==> src/rtl/fifo_uart_tx.sv <==
// fifo_uart_tx: UART transmitter that reads bytes straight from a FIFO read port.
// Frames are LSB-first 8N1, or 8E1/8O1 when PARITY_EN=1. A byte can be accepted
// in the last STOP cycle, so a continuously non-empty FIFO produces frames with no gap.
//
// Handshake: a byte moves on a rising edge where s_valid=1 and s_ready=1.
// s_ready is combinational from the state only (never from s_valid), is high in IDLE
// and in the last STOP cycle, and is held low while rst_n=0. When s_valid=1 and
// s_ready=0 the byte is left in place for a later cycle.
module fifo_uart_tx #(
    parameter int CLKS_PER_BIT = 16,
    parameter int PARITY_EN    = 0,
    parameter int PARITY_ODD   = 0
) (
    input  logic       clk,
    input  logic       rst_n,
    input  logic [7:0] s_data,
    input  logic       s_valid,
    output logic       s_ready,
    output logic       tx,
    output logic       busy,
    output logic       frame_done,
    output logic [2:0] o_dbg_state
);

    typedef enum logic [2:0] {
        ST_IDLE   = 3'd0,
        ST_START  = 3'd1,
        ST_DATA   = 3'd2,
        ST_PARITY = 3'd3,
        ST_STOP   = 3'd4
    } state_t;

    localparam logic [9:0] BAUD_LAST = 10'(CLKS_PER_BIT - 1);

    state_t     r_state;
    state_t     w_state_next;
    logic [9:0] r_baud;
    logic [2:0] r_bit_idx;
    logic [7:0] r_shift;
    logic       r_tx;
    logic       r_busy;
    logic       w_tx_next;
    logic       w_bit_end;
    logic       w_last_stop;
    logic       w_accept;
    logic       w_parity;
    logic [2:0] w_idx_next;

    assign w_bit_end   = (r_baud == BAUD_LAST);
    assign w_last_stop = (r_state == ST_STOP) && w_bit_end;
    assign s_ready     = rst_n && ((r_state == ST_IDLE) || w_last_stop);
    assign w_accept    = s_valid && s_ready;
    // Captured byte is held unshifted, so parity can be taken from it directly.
    assign w_parity    = (^r_shift) ^ (PARITY_ODD != 0);
    assign w_idx_next  = r_bit_idx + 3'd1;

    assign tx          = r_tx;
    assign busy        = r_busy;
    assign frame_done  = w_last_stop;
    assign o_dbg_state = r_state;

    // Next-state and next serial-line value, decided at each bit boundary.
    always_comb begin
        w_state_next = r_state;
        w_tx_next    = r_tx;
        case (r_state)
            ST_IDLE: begin
                if (w_accept) begin
                    w_state_next = ST_START;
                    w_tx_next    = 1'b0;
                end
            end
            ST_START: begin
                if (w_bit_end) begin
                    w_state_next = ST_DATA;
                    w_tx_next    = r_shift[0];
                end
            end
            ST_DATA: begin
                if (w_bit_end) begin
                    if (r_bit_idx == 3'd7) begin
                        if (PARITY_EN != 0) begin
                            w_state_next = ST_PARITY;
                            w_tx_next    = w_parity;
                        end else begin
                            w_state_next = ST_STOP;
                            w_tx_next    = 1'b1;
                        end
                    end else begin
                        w_tx_next = r_shift[w_idx_next];
                    end
                end
            end
            ST_PARITY: begin
                if (w_bit_end) begin
                    w_state_next = ST_STOP;
                    w_tx_next    = 1'b1;
                end
            end
            ST_STOP: begin
                if (w_bit_end) begin
                    if (w_accept) begin
                        w_state_next = ST_START;
                        w_tx_next    = 1'b0;
                    end else begin
                        w_state_next = ST_IDLE;
                        w_tx_next    = 1'b1;
                    end
                end
            end
            default: begin
                w_state_next = ST_IDLE;
                w_tx_next    = 1'b1;
            end
        endcase
    end

    // State register.
    always_ff @(posedge clk) begin
        if (!rst_n) begin
            r_state <= ST_IDLE;
        end else begin
            r_state <= w_state_next;
        end
    end

    // Datapath: line driver, busy flag, baud counter, bit index and captured byte.
    always_ff @(posedge clk) begin
        if (!rst_n) begin
            r_tx      <= 1'b1;
            r_busy    <= 1'b0;
            r_baud    <= 10'd0;
            r_bit_idx <= 3'd0;
            r_shift   <= 8'd0;
        end else begin
            r_tx   <= w_tx_next;
            r_busy <= (w_state_next != ST_IDLE);
            if ((r_state == ST_IDLE) || w_bit_end) begin
                r_baud <= 10'd0;
            end else begin
                r_baud <= r_baud + 10'd1;
            end
            // Index wraps 7 -> 0 on its own, ready for the next frame.
            if ((r_state == ST_DATA) && w_bit_end) begin
                r_bit_idx <= w_idx_next;
            end
            if (w_accept) begin
                r_shift <= s_data;
            end
        end
    end

endmodule

==> config.mk <==
export PLATFORM = sky130hd
export DESIGN_NAME = fifo_uart_tx
export DESIGN_NICKNAME = d
export VERILOG_FILES = /design/src/rtl/fifo_uart_tx.sv
export SDC_FILE = /design/constraint.sdc
export NUM_CORES = 1
export LEC_CHECK = 0
export CAP_MARGIN = 20
export CORE_MARGIN = 5
export CORE_UTILIZATION = 50
export DETAILED_ROUTE_END_ITERATION = 6
export GPL_TIMING_DRIVEN = 0
export MAX_ROUTING_LAYER = met4
export PLACE_DENSITY = 0.83
export SKIP_LAST_GASP = 1
export SLEW_MARGIN = 40
export SYNTH_ARGS = -nofsm -noshare
export SYNTH_HDL_FRONTEND = slang
export SYNTH_SLANG_ARGS = --single-unit
==> constraint.sdc <==
create_clock -name clk -period 2.7 [get_ports clk]
set_clock_uncertainty 0.05 [all_clocks]
set_input_delay 0.54 -clock clk [delete_from_list [all_inputs] [get_ports clk]]
set_output_delay 0.54 -clock clk [all_outputs]
set_load 0.02 [all_outputs]
# == Yosys cells after proc, flatten, opt, wreduce, memory -nomap -nowiden ==
# Index checks and enable logic that the tools add are counted.
# classes
n_addsub,2
multipliers,0
n_div,0
order_cmp,1
eq_ne,11
shift,0
mux,18
bitwise,1
n_reduce_logical,10
# ops
op,n
$mux W3,6
$pmux W3 S5,1
$add A10 B1 Y10 const B,1
$eq A10 B4 Y1 const B,1
$ne A2 B2 Y1 const B,5
$mux W1,9
$eq A3 B2 Y1 const B,2
$eq A3 B3 Y1 const B,2
$pmux W1 S5,1
$reduce_and A5 Y1,1
$logic_and A1 B1 Y1,4
$lt A3 B4 Y1 const B,1
$add A3 B1 Y3 const B,1
$bmux W1 S3,1
$eq A3 B1 Y1 const B,1
$logic_not A3 Y1,1
$reduce_bool A3 Y1,1
$logic_or A1 B1 Y1,2
$reduce_or A2 Y1,1
$not A1 Y1,1
# totals
regBits,26
latchBits,0
ramBits,0
mem_bits_ro,0
inputBits,11
out_inout_bits,7
elab_cells,49
mem_count,0

# == Depth between registers and ports, before layout ==
# logic_depth
ltp_word,9
ltp_mapped,8

# == Worst setup path after synthesis ==
# No wires, ideal clock.
# synth_path
path_kind,register -> register
startpoint,reg r_baud[6]
endpoint,reg r_bit_idx[0]
arrival_time_ns,2.128
required_ns,2.535
setup_slack_ns,0.407
path_stages_with_launch,8
n_path_buf,2
cell_sequence,dfxtp_1 -> or4_4 -> or4_4 -> buf_6 -> or3_4 -> buf_6 -> xnor2_1 -> and2_1
# synth_via
elab_chain_len,2
# synth_rtl
element,line,text
start: declaration,37,logic [9:0] r_baud;
start signal: assignment,141,r_baud <= r_baud + 10'd1;
$eq A10 B4 Y1,49,assign w_bit_end = (r_baud == BAUD_LAST);
$logic_and A1 B1 Y1,144,if ((r_state == ST_DATA) && w_bit_end) begin
end signal: assignment,145,r_bit_idx <= w_idx_next;
end: declaration,38,logic [2:0] r_bit_idx;
# No other way between the ends.
# A chain may end at the register's enable or synchronous reset.

# == Final worst setup path ==
# layout_path
startpoint,reg r_baud[4]
endpoint,out s_ready
# layout_via
elab_chain_len,4
# layout_rtl
element,line,text
$eq A10 B4 Y1,49,
$logic_and A1 B1 Y1,50,assign w_last_stop = (r_state == ST_STOP) && w_bit_end;
$logic_or A1 B1 Y1,51,assign s_ready = rst_n && ((r_state == ST_IDLE) || w_last_stop);
$logic_and A1 B1 Y1,51,
end: declaration,18,"output logic s_ready,"
# No other way between the ends.

==> run_results.csv <==
group,metric,value,unit
route,dr.pass1.iters,4,
final_layout,drive_gt1_share,12.7,%
route,remaining_drc_errors,0,
power_and_ir_drop,netSwitchingFraction,24.2,%
floorplanning,start_util,51.5,%
route,ant_nets,0,
critical_path,end_kind,"output port",
final_layout,final_cell_mix,"dfxtp_1 (26), nand2_1 (23), nor2_1 (15), clkdlybuf4s50_1 (15), o21ai_0 (11)",
yosys,synth_top_area_cell,"dfxtp_1",
final_layout,area_delta_synth_final,20.9,%
timing,drv_slew,0,
cts,htreeDepth,1,
cts,cts-buffers-inserted,3,
yosys,synth_cell_type_count,37,
cts,cts_setup_buffers,0,
timing,slew_headroom,69.5,%
final_layout,utilization,62.2,%
final_layout,fillers,220,
power_and_ir_drop,p_switching,0.158,mW
route,vias,1056,
critical_path,r2r_setup_slack,0.29,ns
final_layout,insertedDiodeCount,0,
yosys,synth_top_area_share,41.6,%
floorplanning,core_area,2430,µm²
global_routing,grt_max_degree,14,
global_routing,grt_pass1_wl,4280,µm
timing,finalCritPeriodShare,92.7,%
route,vias_per_cell,5.42,
route,detail_route.wl_per_cell,12.7,µm
placed_design,io_buffer_count,17,
global_routing,antenna_found_initial,0,
run,timing.max_cap.violations,0,
power_and_ir_drop,max-vdd-ir-drop,0.284,mV
critical_path,critPathLaunchType,"flop",
global_routing,grt_overflow_total,0,
floorplanning,io_pins,18,
placed_design,finalWeightedCongestion,0.875,
timing,hold_viol,0,
outcome,run_status,"finished clean",
timing,worstMarginPinSlew,0.456,ns
power_and_ir_drop,pwr-share-comb,12.9,%
power_and_ir_drop,p_total,0.652,mW
floorplanning,design.die.area,3610,µm²
global_routing,grt_pass1_vias,999,
yosys,synth_area,1250,µm²
yosys,synthTopCellsByArea,"dfxtp_1 (42%), nand2_1 (6.9%), xnor2_1 (4.9%)",
yosys,syn_inst,145,
min_path,min-delay-path-class,"flop to flop",
cts,cts_max_path_buffers,2,
critical_path,required,2.11,ns
floorplanning,rows,18,
power_and_ir_drop,powerDensity,431,nW/µm²
cts,worst_skew_pair.late_latency,0.32,ns
cts,cts_tree,"done",
cts,cts_root_buf,"clkbuf_4",
yosys,synth_seq_area_share,41.6,%
critical_path,cp_max_fo,5,
power_and_ir_drop,power.share.clock,24.4,%
placed_design,hpwl,1860,µm
timing,setup_viol,0,
floorplanning,die_h,60.1,µm
final_layout,final_nets,181,
final_layout,layout_commonest_cell,"dfxtp_1",
route,wl,2480,µm
floorplanning,die_x,60.1,µm
cts,path_clk_slew,0.12,ns
critical_path,worst-setup-path-type,"flop to output port",
yosys,yosysWarnings,0,
power_and_ir_drop,intPower,0.494,mW
timing,fmax,399,MHz
cts,cts_sinks,26,
yosys,syn_nets,159,
power_and_ir_drop,seqPwrFrac,62.8,%
yosys,postSynthAreaPerCell,8.64,µm²
cts,hold_buffers,0,
global_routing,track_usage,15.8,%
timing,fin_crit,2.50,ns
power_and_ir_drop,leakagePower,0.576,nW
timing,rsz0062_at_grt,"no",
critical_path,crit_arrival,1.91,ns
route,first_iter_violations,53,
yosys,synth.ff_latch_count,26,
[worst paths after layout]
check / from / depth (start not counted) / end
worst max-delay path: r_baud[4]$_SDFF_PP0_ / 4 / s_ready
worst min-delay path: r_baud[0]$_SDFF_PP0_ / 1 / r_baud[0]$_SDFF_PP0_
worst max register to register: r_baud[4]$_SDFF_PP0_ / 7 / r_bit_idx[0]$_SDFFE_PN0P_
worst min register to register: r_baud[0]$_SDFF_PP0_ / 1 / r_baud[0]$_SDFF_PP0_
[synthesized netlist by cell type]
cell type   n
ha_1        3
o21ai_0    11
or3_4       1
nand3b_1    2
nand3_1     3
a21oi_1     3
inv_1       1
nand2_1    23
nor3_1      1
mux2i_1     4
o32ai_1     1
buf_2       2
xor2_1      2
nor2b_1     3
nand2b_1    4
or4_4       2
nor2_1     15
clkbuf_1    4
and4_1      1
and2_1      3
o21a_1      1
nor4_1      1
mux4_2      1
dfxtp_1    26
o22ai_1     1
xnor2_1     7
or2_2       1
a22o_2      1
or2b_1      1
o211ai_1    1
buf_6       2
and4_2      1
o31ai_1     1
o21ai_1     2
o41ai_1     1
and3_1      6
nor3b_1     2
[cell type report]
| cell class | count | area [µm²] | share of cell area (%) |
|---|---|---|---|
| multi-input cells | 110 | 719 | 47.5 |
| flip-flops and latches | 26 | 520 | 34.4 |
| repair buffers | 17 | 160 | 10.6 |
| plain buffers | 8 | 50.0 | 3.31 |
| well taps | 30 | 37.5 | 2.48 |
| clock buffers | 3 | 22.5 | 1.49 |
| inverters | 1 | 3.75 | 0.248 |
[metrics by stage]
stage | setup TNS [ns] | hold slack, ns | setup WS [ns] | instance area [µm²] | instances
2_1_floorplan | 0 | 0.363 | 0.407 | 1250 | 145
3_3_place_gp | -0.428 | 0.376 | -0.428 | 1460 | 192
3_5_place_dp | -0.526 | 0.388 | -0.450 | 1460 | 192
4_1_cts | 0 | 0.406 | 0.0230 | 1520 | 195
5_1_grt | 0 | 0.433 | 0.0917 | 1510 | 195
6_report | 0 | 0.402 | 0.196 | 1510 | 195
[per-layer routing]
metal / track usage (%) / vias to the layer above / wire length, µm
li1: - / 535 / -
met1: 19.0 / 482 / 1140
met2: 26.4 / 34 / 1150
met3: 1.51 / 5 / 131
met4: 7.59 / 0 / 56
met5: - / - / 0
[critical path, stage by stage (launching register included)]
cell and delay (ns):
dfxtp_1 0.37, or4_4 0.57, o41ai_4 0.29, and3_1 0.20
clkbuf_2 0.16
[flip-flops by register name, summed over array words and instances (netlist names)]
name and count:
busy 1, o_dbg_state 3, r_baud 10, r_bit_idx 3, r_shift 8, tx 1
[power by group through the flow]
stage                     clock network, mW  logic (mW)  registers, mW
after global placement                    0      0.0813          0.417
after floorplan                           0      0.0417          0.422
after detailed placement                  0      0.0840          0.418
final                                 0.159      0.0840          0.409
after CTS                             0.166      0.0840          0.409
after global routing                  0.177      0.0924          0.412
[timing repair]
item / 4_1_cts / 5_1_grt
resized for setup: 9 / 4
gates cloned: 0 / 0
endpoints found under the setup margin: 2 / 2
hold endpoints to repair: 0 / 0
[cell families (layout without fill, tap and decap cells)]
group | after synthesis | count (layout) | share of synthesized area [%]
AO/OA/AOI/OAI | 23 | 23 | 10.9
XOR/XNOR | 9 | 9 | 6.29
adder cells (fa/ha/maj) | 3 | 3 | 3.00
buffers and inverters | 9 | 29 | 4.10
flip-flops | 26 | 26 | 41.6
multiplexers | 5 | 5 | 5.00
AND/OR/NAND/NOR | 70 | 70 | 29.2
No activity file was read; power rests on OpenSTA's default activity.
